$ cat src/rtl/crop_pkg.sv
// -----------------------------------------------------------------------------
// crop_pkg
//   Shared types and helpers for the multi-crop streaming front end.
//   - state_t       : top-level run FSM states
//   - max_y1/max_x1 : largest legal crop origin for a given image/crop size
//   - clamp_row/col : saturate a requested origin to the largest legal one
//   - in_crop       : membership test of a pixel (r,c) in a crop window
//   All helpers work on int so the window end (origin + size) is always
//   formed with headroom above the coordinate width and can never wrap.
// -----------------------------------------------------------------------------
package crop_pkg;

  typedef enum logic [1:0] {
    IDLE   = 2'd0,
    LOAD   = 2'd1,
    STREAM = 2'd2,
    DONE   = 2'd3
  } state_t;

  function automatic int max_y1(input int in_rows, input int out_rows);
    return in_rows - out_rows;
  endfunction

  function automatic int max_x1(input int in_cols, input int out_cols);
    return in_cols - out_cols;
  endfunction

  function automatic int clamp_row(input int y1, input int max_y);
    return (y1 > max_y) ? max_y : y1;
  endfunction

  function automatic int clamp_col(input int x1, input int max_x);
    return (x1 > max_x) ? max_x : x1;
  endfunction

  function automatic logic in_crop(input int r, input int c,
                                   input int y1, input int x1,
                                   input int out_rows, input int out_cols);
    return (r >= y1) && (r < y1 + out_rows) &&
           (c >= x1) && (c < x1 + out_cols);
  endfunction

endpackage

$ cat src/rtl/crop_out_slot.sv
// -----------------------------------------------------------------------------
// crop_out_slot
//   One-entry AXI-stream register slice for a single crop channel.
//   Ports:
//     clk, rst   : clock, synchronous active-high reset (empties the slot)
//     i_load     : write i_data into the slot this cycle
//     i_data     : pixel to store
//     i_ready    : downstream TREADY
//     o_valid    : downstream TVALID (slot full)
//     o_data     : downstream TDATA, held stable while o_valid && !i_ready
//   A load in the same cycle as a drain keeps the slot full with the new
//   pixel, which is what gives full throughput with an always-ready sink.
//   The producer only asserts i_load when the slot is empty or draining.
// -----------------------------------------------------------------------------
module crop_out_slot
  import crop_pkg::*;
#(
  parameter int W = 16
) (
  input  logic         clk,
  input  logic         rst,
  input  logic         i_load,
  input  logic [W-1:0] i_data,
  input  logic         i_ready,
  output logic         o_valid,
  output logic [W-1:0] o_data
);

  logic         r_valid;
  logic [W-1:0] r_data;

  always_ff @(posedge clk) begin
    if (rst) begin
      r_valid <= 1'b0;
    end else if (i_load) begin
      r_valid <= 1'b1;
    end else if (i_ready) begin
      r_valid <= 1'b0;
    end
  end

  // NOTE: the data register is deliberately not reset; it is only observed
  // while r_valid is set, and leaving it out of reset keeps it a plain
  // enable flop.
  always_ff @(posedge clk) begin
    if (i_load) begin
      r_data <= i_data;
    end
  end

  assign o_valid = r_valid;
  assign o_data  = r_data;

endmodule

$ cat src/rtl/multi_crop_stream.sv
// -----------------------------------------------------------------------------
// multi_crop_stream
//   Single-pass extraction of NUM_CROPS OUT_ROWSxOUT_COLS crops from one
//   raster-order IN_ROWSxIN_COLS image, one output stream per crop.
//   Ports:
//     ap_clk, ap_rst          : clock, synchronous active-high reset
//     ap_start                : start a run (sampled in IDLE only)
//     ap_done, ap_ready       : one-cycle pulse at end of run
//     ap_idle                 : high while IDLE
//     crop_Y1_T*              : NUM_CROPS row origins, channel order
//     crop_X1_T*              : NUM_CROPS column origins, channel order
//     img_input_T*            : raster pixel stream
//     crop_out_TDATA          : channel c at [c*PIXEL_BIT_WIDTH +: PIXEL_BIT_WIDTH]
//     crop_out_TVALID/TREADY  : per-channel handshake
//   Flow: IDLE -> LOAD (collect origins) -> STREAM (broadcast pixels into
//   every crop slot that contains them) -> DONE (pulse) -> IDLE.
// -----------------------------------------------------------------------------
module multi_crop_stream
  import crop_pkg::*;
#(
  parameter int PIXEL_BIT_WIDTH  = 16,
  parameter int IN_ROWS          = 100,
  parameter int IN_COLS          = 160,
  parameter int OUT_ROWS         = 48,
  parameter int OUT_COLS         = 48,
  parameter int IMG_ROW_BITWIDTH = 10,
  parameter int IMG_COL_BITWIDTH = 10,
  parameter int NUM_CROPS        = 4
) (
  input  logic                                 ap_clk,
  input  logic                                 ap_rst,
  input  logic                                 ap_start,
  output logic                                 ap_done,
  output logic                                 ap_ready,
  output logic                                 ap_idle,
  input  logic [IMG_ROW_BITWIDTH-1:0]          crop_Y1_TDATA,
  input  logic                                 crop_Y1_TVALID,
  output logic                                 crop_Y1_TREADY,
  input  logic [IMG_COL_BITWIDTH-1:0]          crop_X1_TDATA,
  input  logic                                 crop_X1_TVALID,
  output logic                                 crop_X1_TREADY,
  input  logic [PIXEL_BIT_WIDTH-1:0]           img_input_TDATA,
  input  logic                                 img_input_TVALID,
  output logic                                 img_input_TREADY,
  output logic [NUM_CROPS*PIXEL_BIT_WIDTH-1:0] crop_out_TDATA,
  output logic [NUM_CROPS-1:0]                 crop_out_TVALID,
  input  logic [NUM_CROPS-1:0]                 crop_out_TREADY
);

  localparam int MAX_Y1 = max_y1(IN_ROWS, OUT_ROWS);
  localparam int MAX_X1 = max_x1(IN_COLS, OUT_COLS);
  localparam int CNT_W  = $clog2(NUM_CROPS + 1);

  localparam logic [CNT_W-1:0]            CNT_FULL = CNT_W'(NUM_CROPS);
  localparam logic [CNT_W-1:0]            CNT_LAST = CNT_W'(NUM_CROPS - 1);
  localparam logic [IMG_ROW_BITWIDTH-1:0] LAST_ROW = IMG_ROW_BITWIDTH'(IN_ROWS - 1);
  localparam logic [IMG_COL_BITWIDTH-1:0] LAST_COL = IMG_COL_BITWIDTH'(IN_COLS - 1);

  state_t                      r_state;
  state_t                      w_state_nxt;

  logic [CNT_W-1:0]            r_y_cnt;
  logic [CNT_W-1:0]            r_x_cnt;
  logic [IMG_ROW_BITWIDTH-1:0] r_y1 [NUM_CROPS];
  logic [IMG_COL_BITWIDTH-1:0] r_x1 [NUM_CROPS];

  logic [IMG_ROW_BITWIDTH-1:0] r_row;
  logic [IMG_COL_BITWIDTH-1:0] r_col;
  // Set once the final raster pixel has been accepted; closes the input.
  logic                        r_eos;

  logic                        w_start;
  logic                        w_y_acc;
  logic                        w_x_acc;
  logic                        w_y_full_nxt;
  logic                        w_x_full_nxt;
  logic                        w_accept;
  logic [NUM_CROPS-1:0]        w_hit;
  logic [NUM_CROPS-1:0]        w_slot_ok;
  logic [NUM_CROPS-1:0]        w_slot_valid;

  // ---------------------------------------------------------------------------
  // Handshake decode
  // ---------------------------------------------------------------------------
  assign w_start = (r_state == IDLE) && ap_start;

  assign crop_Y1_TREADY = (r_state == LOAD) && (r_y_cnt != CNT_FULL);
  assign crop_X1_TREADY = (r_state == LOAD) && (r_x_cnt != CNT_FULL);
  assign w_y_acc        = crop_Y1_TREADY && crop_Y1_TVALID;
  assign w_x_acc        = crop_X1_TREADY && crop_X1_TVALID;

  // "Full after this edge": lets LOAD leave on the very cycle the last
  // origin of the slower stream is captured.
  assign w_y_full_nxt = (r_y_cnt == CNT_FULL) || (w_y_acc && (r_y_cnt == CNT_LAST));
  assign w_x_full_nxt = (r_x_cnt == CNT_FULL) || (w_x_acc && (r_x_cnt == CNT_LAST));

  // A pixel may enter only if every crop that wants it has room. Crops that
  // do not contain it impose nothing, so pixels outside all crops flow at
  // one per cycle. TVALID is intentionally absent from this expression.
  assign img_input_TREADY = (r_state == STREAM) && !r_eos && (&w_slot_ok);
  assign w_accept         = img_input_TREADY && img_input_TVALID;

  assign crop_out_TVALID = w_slot_valid;

  // ---------------------------------------------------------------------------
  // FSM
  // ---------------------------------------------------------------------------
  // NOTE: sequential state uses non-blocking assignments so every flop samples
  // the pre-edge value of every other flop, independent of block ordering.
  always_ff @(posedge ap_clk) begin
    if (ap_rst) begin
      r_state <= IDLE;
    end else begin
      r_state <= w_state_nxt;
    end
  end

  // NOTE: every output of this block gets a default before the case so that
  // no path leaves a value unassigned and no latch is inferred.
  always_comb begin
    w_state_nxt = r_state;
    ap_idle     = 1'b0;
    ap_done     = 1'b0;
    ap_ready    = 1'b0;
    case (r_state)
      IDLE: begin
        ap_idle = 1'b1;
        if (ap_start) begin
          w_state_nxt = LOAD;
        end
      end
      LOAD: begin
        if (w_y_full_nxt && w_x_full_nxt) begin
          w_state_nxt = STREAM;
        end
      end
      STREAM: begin
        if (r_eos && (w_slot_valid == '0)) begin
          w_state_nxt = DONE;
        end
      end
      DONE: begin
        ap_done     = 1'b1;
        ap_ready    = 1'b1;
        w_state_nxt = IDLE;
      end
      default: w_state_nxt = IDLE;
    endcase
  end

  // ---------------------------------------------------------------------------
  // Origin capture (Y and X streams are independent)
  // ---------------------------------------------------------------------------
  always_ff @(posedge ap_clk) begin
    if (ap_rst) begin
      r_y_cnt <= '0;
      r_x_cnt <= '0;
      for (int k = 0; k < NUM_CROPS; k++) begin
        r_y1[k] <= '0;
        r_x1[k] <= '0;
      end
    end else if (w_start) begin
      r_y_cnt <= '0;
      r_x_cnt <= '0;
    end else begin
      if (w_y_acc) begin
        r_y_cnt <= r_y_cnt + CNT_W'(1);
      end
      if (w_x_acc) begin
        r_x_cnt <= r_x_cnt + CNT_W'(1);
      end
      for (int k = 0; k < NUM_CROPS; k++) begin
        if (w_y_acc && (r_y_cnt == CNT_W'(k))) begin
          r_y1[k] <= IMG_ROW_BITWIDTH'(clamp_row(int'(crop_Y1_TDATA), MAX_Y1));
        end
        if (w_x_acc && (r_x_cnt == CNT_W'(k))) begin
          r_x1[k] <= IMG_COL_BITWIDTH'(clamp_col(int'(crop_X1_TDATA), MAX_X1));
        end
      end
    end
  end

  // ---------------------------------------------------------------------------
  // Raster position of the next pixel to be accepted
  // ---------------------------------------------------------------------------
  always_ff @(posedge ap_clk) begin
    if (ap_rst) begin
      r_row <= '0;
      r_col <= '0;
      r_eos <= 1'b0;
    end else if (w_start) begin
      r_row <= '0;
      r_col <= '0;
      r_eos <= 1'b0;
    end else if (w_accept) begin
      if (r_col == LAST_COL) begin
        r_col <= '0;
        if (r_row == LAST_ROW) begin
          r_eos <= 1'b1;
        end else begin
          r_row <= r_row + IMG_ROW_BITWIDTH'(1);
        end
      end else begin
        r_col <= r_col + IMG_COL_BITWIDTH'(1);
      end
    end
  end

  // ---------------------------------------------------------------------------
  // Per-crop membership, back-pressure and output slots
  // ---------------------------------------------------------------------------
  for (genvar k = 0; k < NUM_CROPS; k++) begin : g_crop
    assign w_hit[k] = in_crop(int'(r_row), int'(r_col),
                              int'(r_y1[k]), int'(r_x1[k]),
                              OUT_ROWS, OUT_COLS);

    assign w_slot_ok[k] = !w_hit[k] || !w_slot_valid[k] || crop_out_TREADY[k];

    crop_out_slot #(
      .W (PIXEL_BIT_WIDTH)
    ) u_slot (
      .clk     (ap_clk),
      .rst     (ap_rst),
      .i_load  (w_accept && w_hit[k]),
      .i_data  (img_input_TDATA),
      .i_ready (crop_out_TREADY[k]),
      .o_valid (w_slot_valid[k]),
      .o_data  (crop_out_TDATA[k*PIXEL_BIT_WIDTH +: PIXEL_BIT_WIDTH])
    );
  end

endmodule
$ cat config.mk
export PLATFORM = sky130hd
export DESIGN_NAME = multi_crop_stream
export DESIGN_NICKNAME = d
export VERILOG_FILES = /design/src/rtl/crop_pkg.sv /design/src/rtl/crop_out_slot.sv /design/src/rtl/multi_crop_stream.sv
export SDC_FILE = /design/constraint.sdc
export NUM_CORES = 1
export LEC_CHECK = 0
export CAP_MARGIN = 20
export CORE_UTILIZATION = 50
export DETAILED_ROUTE_END_ITERATION = 8
export PLACE_DENSITY = 0.72
export SLEW_MARGIN = 20
export SYNTH_ARGS = -nofsm -noshare
export SYNTH_HDL_FRONTEND = slang
export SYNTH_SLANG_ARGS = --single-unit
$ cat constraint.sdc
create_clock -name ap_clk -period 10.6 [get_ports ap_clk]
set_clock_uncertainty 0.2 [all_clocks]
set_input_delay 2.12 -clock ap_clk [delete_from_list [all_inputs] [get_ports ap_clk]]
set_output_delay 2.12 -clock ap_clk [all_outputs]
set_load 0.01 [all_outputs]
Word level (Yosys, flattened, before mapping)
Memories as Yosys holds them, arrays and structs flattened.
Index checks and enable logic that the tools add are counted.
{"block": "op_classes", "n_mux": 59, "n_addsub": 12, "n_reduce_logical": 66, "order_cmp": 18, "eq_ne": 18, "n_bitwise": 9}
{"cell": "10-bit 2-to-1 mux", "count": 11}
{"cell": "10-bit by 6-bit adder with 11-bit output, second input constant", "count": 8}
{"cell": "10-bit by 11-bit less-than comparator with 1-bit output", "count": 8}
{"cell": "10-bit >= comparator", "count": 8}
{"cell": "1-bit 2-to-1 mux", "count": 44}
{"cell": "1-bit logical AND", "count": 34}
{"cell": "10-bit by 1-bit adder with 10-bit output, second input constant", "count": 2}
{"cell": "3-bit by 2-bit == test with 1-bit output, second input constant", "count": 4}
{"cell": "10-bit by 7-bit == test with 1-bit output, second input constant", "count": 1}
{"cell": "10-bit by 8-bit == test with 1-bit output, second input constant", "count": 1}
{"cell": "10-bit by 6-bit greater-than comparator with 1-bit output, second input constant", "count": 1}
{"cell": "10-bit by 7-bit greater-than comparator with 1-bit output, second input constant", "count": 1}
{"cell": "1-bit logical OR", "count": 10}
{"cell": "1-bit zero test", "count": 9}
{"cell": "3-bit AND reduction", "count": 3}
{"cell": "1-bit bitwise OR", "count": 8}
{"cell": "2-bit case mux with 4 select lines", "count": 1}
{"cell": "2-bit nonzero test", "count": 4}
{"cell": "3-bit by 1-bit adder with 3-bit output, second input constant", "count": 2}
{"cell": "3-bit by 1-bit == test with 1-bit output, second input constant", "count": 2}
{"cell": "3-bit == test, second input constant", "count": 2}
{"cell": "3-bit zero test", "count": 2}
{"cell": "2-bit 2-to-1 mux", "count": 3}
{"cell": "3-bit != test, second input constant", "count": 2}
{"cell": "9 further kinds", "count": 11}
{"block": "word_totals", "mem_count": 2, "ramBits": 80, "regBits": 97, "wordCells": 198}
{"name": "r_x1", "words": 4, "width": 10, "read_ports": 4, "rd_ports_with_merged_regs": 0, "write_ports": 4, "line": "multi_crop_stream.sv:65", "source": "logic [IMG_COL_BITWIDTH-1:0] r_x1 [NUM_CROPS];"}
{"name": "r_y1", "words": 4, "width": 10, "read_ports": 4, "rd_ports_with_merged_regs": 0, "write_ports": 4, "line": "multi_crop_stream.sv:64", "source": "logic [IMG_ROW_BITWIDTH-1:0] r_y1 [NUM_CROPS];"}

Logic depth before layout (Yosys ltp)
Gate-level depths: netlist of run 1.
{"block": "depth", "word_depth": 13, "ltp_mapped": 16}

Modules after synthesis
Synthesis of run 1 repeated with hierarchy kept, for this count alone.
{"block": "hier_totals", "cells_unflattened": 968, "hier_area_um2": 10496.3}
{"mod": "multi_crop_stream", "seq_area_each_um2": 2982.9, "instances": 1, "area_each_um2": 8419.3, "cells_each": 888}
{"mod": "crop_out_slot", "seq_area_each_um2": 500.5, "instances": 4, "area_each_um2": 519.2, "cells_each": 20}

Worst setup path before layout of run 1
OpenSTA, ideal clock, no wires.
{"block": "synth_path", "path_kind": "input -> output", "start": "in crop_out_TREADY[2]", "end": "out img_input_TREADY", "stages": 5, "path_slack_ps": 5280, "t_arrival_ps": 3000, "n_path_buf": 1, "path_cell_list": "nand2b_1 nor3b_2 or2_0 buf_2 inv_1"}
{"block": "synth_via", "elab_chain_cells": 3}
{"element": "start: declaration", "line": "multi_crop_stream.sv:47", "source": "input logic [NUM_CROPS-1:0] crop_out_TREADY"}
{"element": "1-bit logical OR", "line": "multi_crop_stream.sv:217", "source": "assign w_slot_ok[k] = !w_hit[k] || !w_slot_valid[k] || crop_out_TREADY[k];"}
{"element": "4-bit AND reduction", "line": "multi_crop_stream.sv:100", "source": "assign img_input_TREADY = (r_state == STREAM) && !r_eos && (&w_slot_ok);"}
{"element": "1-bit logical AND", "line": "multi_crop_stream.sv:100"}
{"element": "end: declaration", "line": "multi_crop_stream.sv:44", "source": "output logic img_input_TREADY,"}
No other way between the ends.

Worst setup path after layout of run 1
{"block": "layout_path", "start": "reg r_row[4]", "end": "out img_input_TREADY"}
{"block": "layout_via", "elab_chain_cells": 9, "elab_cells_between_ends": 34}
{"element": "start: declaration", "line": "multi_crop_stream.sv:67", "source": "logic [IMG_ROW_BITWIDTH-1:0] r_row;"}
{"element": "start signal: assignment", "line": "multi_crop_stream.sv:201", "source": "r_row <= r_row + IMG_ROW_BITWIDTH'(1);"}
{"element": "10-bit by 11-bit less-than comparator with 1-bit output / 10-bit >= comparator (equally long branches)", "line": "crop_pkg.sv:39", "source": "return (r >= y1) && (r < y1 + out_rows) &&"}
{"element": "1-bit logical AND (2 in series)", "line": "crop_pkg.sv:39"}
{"element": "1-bit logical AND", "line": "crop_pkg.sv:40", "source": "(c >= x1) && (c < x1 + out_cols);"}
{"element": "1-bit zero test", "line": "multi_crop_stream.sv:217"}
{"element": "1-bit logical OR (2 in series)", "line": "multi_crop_stream.sv:217"}
{"element": "4-bit AND reduction *", "line": "multi_crop_stream.sv:100"}
{"element": "1-bit logical AND *", "line": "multi_crop_stream.sv:100"}
Mark *: on every way between the ends. The rest lies on a longest branch, timed or not.

==> results of run 1 <==
## layout make-up
| cell class | instances | area [sq um] | area share, % |
|---|---|---|---|
| tap | 270 | 337.8 | 2.663 |
| multi-input combinational | 712 | 5184 | 40.86 |
| sequential | 177 | 4985 | 39.29 |
| clock inverter | 15 | 166.4 | 1.312 |
| inverter | 90 | 337.8 | 2.663 |
| timing repair buffer | 127 | 1251 | 9.862 |
| clock buffer | 17 | 425.4 | 3.353 |
## where the power goes
part	total (mW)	internal (mW)	switching, mW
sequential	0.799	0.780	0.0190
clock	0.622	0.317	0.304
combinational	0.249	0.105	0.144
total	1.67	1.20	0.467
## per-stage QoR
stage                     setup slack (ns)  power (mW)
after floorplan                      5.280      0.9763
after global placement               3.880       1.055
after detailed placement             3.831       1.061
after CTS                            3.649       1.678
after global routing                 3.291       1.739
final                                3.511       1.669
## worst max path at each step
stage,slack (ns),to,cells past startpoint,start
final,3.51,img_input_TREADY,9,r_row[4]
after detailed placement,3.83,img_input_TREADY,6,crop_out_TREADY[2]
after CTS,3.65,img_input_TREADY,9,r_row[4]
after floorplan,5.28,img_input_TREADY,5,crop_out_TREADY[2]
after global placement,3.88,img_input_TREADY,6,crop_out_TREADY[2]
after global routing,3.29,img_input_TREADY,9,r_row[4]
## kinds of logic (layout without fill, tap and decap cells)
kind of cell,after synthesis,in the layout
AOI/OAI and AO/OA,183,183
xor gates and xnor gates,38,38
adders and majority gates,152,152
buffers and inverters,104,249
DFF,177,177
muxes,7,7
other,1,28
and+or+nand+nor,304,304
## per-layer routing
metal	global-route usage, %	vias up	wire length [um]
li1	-	3841	-
met1	28.87	3603	10230
met2	37.32	261	10820
met3	3.882	41	1486
met4	9.271	0	642
met5	0	-	0
## cell usage in the layout, fill, tap and decap left out, types with 6 or more instances in the layout
cell type,instances
nor2_1,98
nand2b_1,17
o21ai_0,31
conb_1,28
nor4_1,6
ha_1,152
nor2b_1,12
buf_4,8
a2111oi_0,6
xnor2_1,30
a211oi_1,9
xor2_1,8
a21boi_0,6
inv_1,90
nand2_1,69
and2_1,9
clkdlybuf4s50_1,119
o211ai_1,7
and3_1,18
edfxtp_1,144
a21oi_1,42
clkbuf_16,17
mux2i_1,7
o2111ai_1,8
o21a_1,9
nand3_1,17
nand4_1,15
nor3_1,12
a21o_1,22
a31oi_1,6
dfxtp_1,33
## flip-flops by register name (all words and copies together) (netlist names)
signal / cells
g_crop.u_slot.o_data: 64
r_x1: 40
r_y1: 40
r_col: 10
r_row: 10
g_crop.u_slot.o_valid: 4
r_x_cnt: 3
r_y_cnt: 3
r_state: 2
r_eos: 1
## worst max-delay path, delay by kind of cell, from the launching register on
| family | cells | cell delay (ns) |
|---|---|---|
| flip-flops | 1 | 0.70 |
| AO/OA/AOI/OAI | 3 | 1.34 |
| adder cells (fa/ha/maj) | 1 | 0.30 |
| buffers and inverters | 2 | 0.68 |
| AND/OR/NAND/NOR | 3 | 1.31 |
==> flow_summary_export.csv, run 1 <==
group,metric,value,unit
hold_path,holdPathEnd,"r_eos",
synth,ys_seq_area_share,47.58,%
worst_setup_path,r2r_cells,11,
detailed_routing,wl,23.19,mm
sta,fin_crit,7.089,ns
hold_path,hold_depth,1,
synth,synth_area,10480,sq um
pwr,p_leak,5.382,nW
final_layout,n_antenna_cell,0,
synth,netlist_top_cells_count,"ha_1, edfxtp_1, nor2_1",
synth,synth-edff-count,144,
final_layout,fillers,1651,
hold_path,hp-class,"flop to flop",
floorplan,fp-row-count,52,
clocking,htreeDepth,4,
placed_design,gp_congestion,0.8655,
sta,worst_slew_pin_slew,0.9627,ns
clocking,clkLatencyLatePin,0.45,ns
synth,avgSynthCellArea,10.85,sq um
synth,synthAdderAreaFrac,18.15,%
detailed_routing,wire_per_inst,16.47,um
worst_setup_path,worstReg2RegStart,"r_row[4]",
sta,setup_viol,0,
sta,clock.fmax,141.1,MHz
floorplan,floorplan.die.width,146.8,um
global_route,grt_pass1_vias,7484,
worst_setup_path,slowest_delay,0.87,ns
placed_design,place_inst,1376,
synth,synth_compound_area_share,11.91,%
final_layout,fin_area,12690,sq um
clocking,postCtsSetupBuffers,0,
detailed_routing,vias,7746,
global_route,grt_max_degree,26,
final_layout,nets,1323,
clocking,clock-sinks,177,
detailed_routing,drt-pass1-iter-count,5,
floorplan,design.core.area,20360,sq um
synth,synth.most_common_cell,"ha_1",
synth,synthSimpleGateAreaFrac,14.53,%
worst_setup_path,required,8.28,ns
final_layout,area_growth,21.09,%
detailed_routing,via_per_inst,5.501,
worst_setup_path,r2r_setup_slack,5.89,ns
placed_design,hpwl,17.75,mm
worst_setup_path,crit_type,"flop to output port",
synth,yosysWarnings,0,
sta,period_share,66.88,%
final_layout,final_cells,1408,
clocking,cts_buffers,17,
pwr,ir_worst_vdd,111.8,uV
synth,synth_cell_types,60,
final_layout,utilization,62.30,%
synth,ys_top_cells_by_area,"edfxtp_1, ha_1, dfxtp_1",
floorplan,io_pins,120,
sta,whs,0.2997,ns
global_route,track_usage,22.41,%
clocking,ctsRootBufferMaster,"clkbuf_16",
clocking,cts.path.max_buffers,2,
sta,rsz0062_at_grt,"false",
detailed_routing,drt_iter0_markers,440,
detailed_routing,ant_nets,0,
synth,yosys-mux-area-fraction,0.6687,%
status,status,"completed",
clocking,hold_buffers,0,
worst_setup_path,crit_fanout,15,
synth,synth_ff_type,"edfxtp_1",
worst_setup_path,worstPathCellList,"ha_1, nand4_1, o21ai_0, a221oi_1, a2111oi_0, nor3b_2, or2_0, inv_1, clkdlybuf4s50_1",
sta,max-slew-margin-rel,34.16,%
placed_design,io_buffer_count,119,
floorplan,start_util,51.45,%
worst_setup_path,start_kind,"flop",
global_route,overflow,0,
synth,synth_cells,966,
detailed_routing,post-route-drc-count,0,
synth,synth_top_area_cell,"edfxtp_1",
worst_setup_path,crit_slowest_cell,"a2111oi_0",
sta,hold_viol_final,0,
clocking,clkSlewWorstSetupHoldPaths,0.08,ns
worst_setup_path,rr_endpoint,"g_crop[0].u_slot.o_data[4]",
clocking,cts_tree,"built",
synth,yosysTopAreaCellShare,41.27,%
final_layout,drive_above_1_share,4.042,%
synth,synth_xor_area_share,3.176,%
worst_setup_path,arrival,4.77,ns
global_route,grt_pass1_wl,37.43,mm
worst_setup_path,endpoint_kind,"output port",
placed_design,placed_area,12100,sq um
pwr,p_per_area,131.6,nW/um^2
run,maxCapViolations,0,
synth,async_flop_share,0,%
synth,synth_top_family_by_area,"adder cells",
global_route,grt_antenna_before_repair,0,
clocking,postCtsResizedCells,0,
floorplan,die_h,146.8,um
sta,final.setup.tns,0,ns
floorplan,dieArea,21540,sq um
hold_path,hold_start,"r_eos",
synth,synth-seq-cells,177,
sta,drv_slew,0,
Power figures use the tool's default switching activity.
==> run 2, diff against run 1 <==
--- a/config.mk
+++ b/config.mk
@@ -8,7 +8,7 @@
 export CAP_MARGIN = 20
 export CORE_UTILIZATION = 50
 export DETAILED_ROUTE_END_ITERATION = 8
-export PLACE_DENSITY = 0.72
+export PLACE_DENSITY = 0.75
 export SLEW_MARGIN = 20
 export SYNTH_ARGS = -nofsm -noshare
 export SYNTH_HDL_FRONTEND = slang
==> constraint.sdc (replaced) <==
create_clock -name ap_clk -period 5.8 [get_ports ap_clk]
set_clock_uncertainty 0.2 [all_clocks]
set_input_delay 1.16 -clock ap_clk [delete_from_list [all_inputs] [get_ports ap_clk]]
set_output_delay 1.16 -clock ap_clk [all_outputs]
set_load 0.01 [all_outputs]
==> run 2 against run 1 <==
Utilization barely moved. Clock power rose by 90%. Worst hold slack got worse by 0.0031 ns. Critical path depth rose by 5. Sequential cell count did not move. First-iteration DRC count rose by 19%. Final cell count fell by 0.14%. Wire length rose by 3.3%. Via count barely moved. Largest power group unchanged.
==> flow_summary_export.csv, run 2 (synthesis results as in run 1) <==
group,metric,value,unit
status,status,"completed",
global_route,grt_max_degree,26,
sta,drv_slew,0,
final_layout,largest_reg_flops,64,
floorplan,io_pins,120,
global_route,overflow,0,
clocking,postCtsSetupBuffers,0,
placed_design,placed_area,12080,sq um
pwr,combPwrFrac,14.8,%
hold_path,hp-class,"flop to flop",
detailed_routing,drt_iter0_markers,523,
sta,max-slew-margin-rel,41.39,%
final_layout,final_cell_mix,"ha_1, edfxtp_1, clkdlybuf4s50_1, nor2_1, inv_1",
pwr,p_per_area,244.4,nW/um^2
worst_setup_path,arrival,3.91,ns
worst_setup_path,crit_fanout,7,
floorplan,die_h,146.8,um
global_route,track_usage,23.08,%
clocking,cts.path.max_buffers,2,
sta,hold_viol_final,0,
detailed_routing,vias,7751,
sta,period_share,90.89,%
sta,fin_crit,5.272,ns
placed_design,gp_congestion,0.8972,
placed_design,hpwl,18.14,mm
worst_setup_path,crit_type,"flop to output port",
pwr,pwr-share-seq,47.0,%
clocking,ctsRootBufferMaster,"clkbuf_16",
placed_design,io_buffer_count,119,
final_layout,n_antenna_cell,0,
pwr,internal_power,2.243,mW
global_route,grt_antenna_before_repair,0,
sta,worst_slew_pin_slew,0.8712,ns
detailed_routing,wl,23.95,mm
final_layout,layout_commonest_cell,"ha_1",
pwr,p_sw_share,27.68,%
worst_setup_path,start_kind,"flop",
floorplan,design.core.area,20360,sq um
global_route,grt_pass1_vias,7615,
worst_setup_path,required,4.44,ns
final_layout,area_growth,21.11,%
pwr,ir_worst_vdd,224.7,uV
clocking,postCtsResizedCells,0,
floorplan,floorplan.die.width,146.8,um
clocking,clkSlewWorstSetupHoldPaths,0.07,ns
final_layout,fin_area,12690,sq um
global_route,grt_pass1_wl,38.43,mm
clocking,cts_buffers,17,
detailed_routing,wire_per_inst,17.04,um
run,maxCapViolations,0,
pwr,p_leak,5.377,nW
clocking,hold_buffers,0,
floorplan,start_util,51.45,%
sta,rsz0062_at_grt,"false",
final_layout,fillers,1705,
final_layout,drive_above_1_share,3.873,%
final_layout,nets,1321,
worst_setup_path,r2r_setup_slack,1.73,ns
pwr,p_switching,0.8587,mW
pwr,power_frac_clock,38.2,%
floorplan,dieArea,21540,sq um
floorplan,fp-row-count,52,
clocking,clkLatencyLatePin,0.44,ns
sta,setup_viol,0,
sta,final.setup.tns,0,ns
clocking,clock-sinks,177,
sta,clock.fmax,189.7,MHz
clocking,cts_tree,"built",
clocking,htreeDepth,4,
detailed_routing,drt-pass1-iter-count,5,
detailed_routing,ant_nets,0,
detailed_routing,post-route-drc-count,0,
detailed_routing,via_per_inst,5.513,
worst_setup_path,endpoint_kind,"output port",
## run 2: final timing paths
kind / to / from / depth (start not counted)
max: img_input_TREADY / r_x1[0][4] / 14
min: r_eos / r_eos / 1
max reg2reg: g_crop[1].u_slot.o_data[9] / r_row[4] / 10
min reg2reg: r_eos / r_eos / 1
## run 2: layout make-up
cell class                      count  area [sq um]  area share, %
Clock buffer                       17         425.4          3.352
Clock inverter                     15         183.9          1.449
Inverter                           90         337.8          2.662
Multi-Input combinational cell    712          5184          40.85
Sequential cell                   177          4985          39.28
Tap cell                          270         337.8          2.662
Timing Repair Buffer              125          1236          9.742
## run 2: worst max-delay path, stage by stage (launching register included)
cell,delay (ns)
edfxtp_1,0.39
inv_1,0.09
ha_1,0.24
nor2_1,0.21
xnor2_1,0.15
ha_1,0.26
a21o_1,0.18
a21oi_1,0.14
a31oi_1,0.05
a2111oi_0,0.49
nand4_1,0.26
o2111ai_4,0.23
or2_0,0.18
inv_1,0.10
clkdlybuf4s50_1,0.49
## run 2: layer usage
layer	vias up	GRT usage [%]	wire length, um
met1	3603	29.13	10630
met2	252	39.17	11310
met5	-	0	0
li1	3843	-	-
met4	0	9.583	673
met3	53	3.944	1343
## run 2: metrics by stage
stage | instances | util, % | hold WS [ns] | power [mW] | setup WS (ns)
final | 1406 | 62.31 | 0.2966 | 3.102 | 0.5285
after global placement | 1374 | 59.32 | 0.2742 | 1.928 | 1.154
after global routing | 1406 | 62.31 | 0.3296 | 3.222 | 0.3678
after CTS | 1406 | 62.31 | 0.2943 | 3.113 | 0.5373
after detailed placement | 1374 | 59.32 | 0.2770 | 1.940 | 1.011
after floorplan | 993 | - | 0.2630 | 1.784 | 1.734
## run 2: power groups by stage
stage	logic [mW]	registers, mW	clock network [mW]
after detailed placement	0.453	1.49	0
after global placement	0.442	1.49	0
final	0.459	1.46	1.18
after floorplan	0.307	1.48	0
after global routing	0.516	1.46	1.24
after CTS	0.459	1.46	1.20
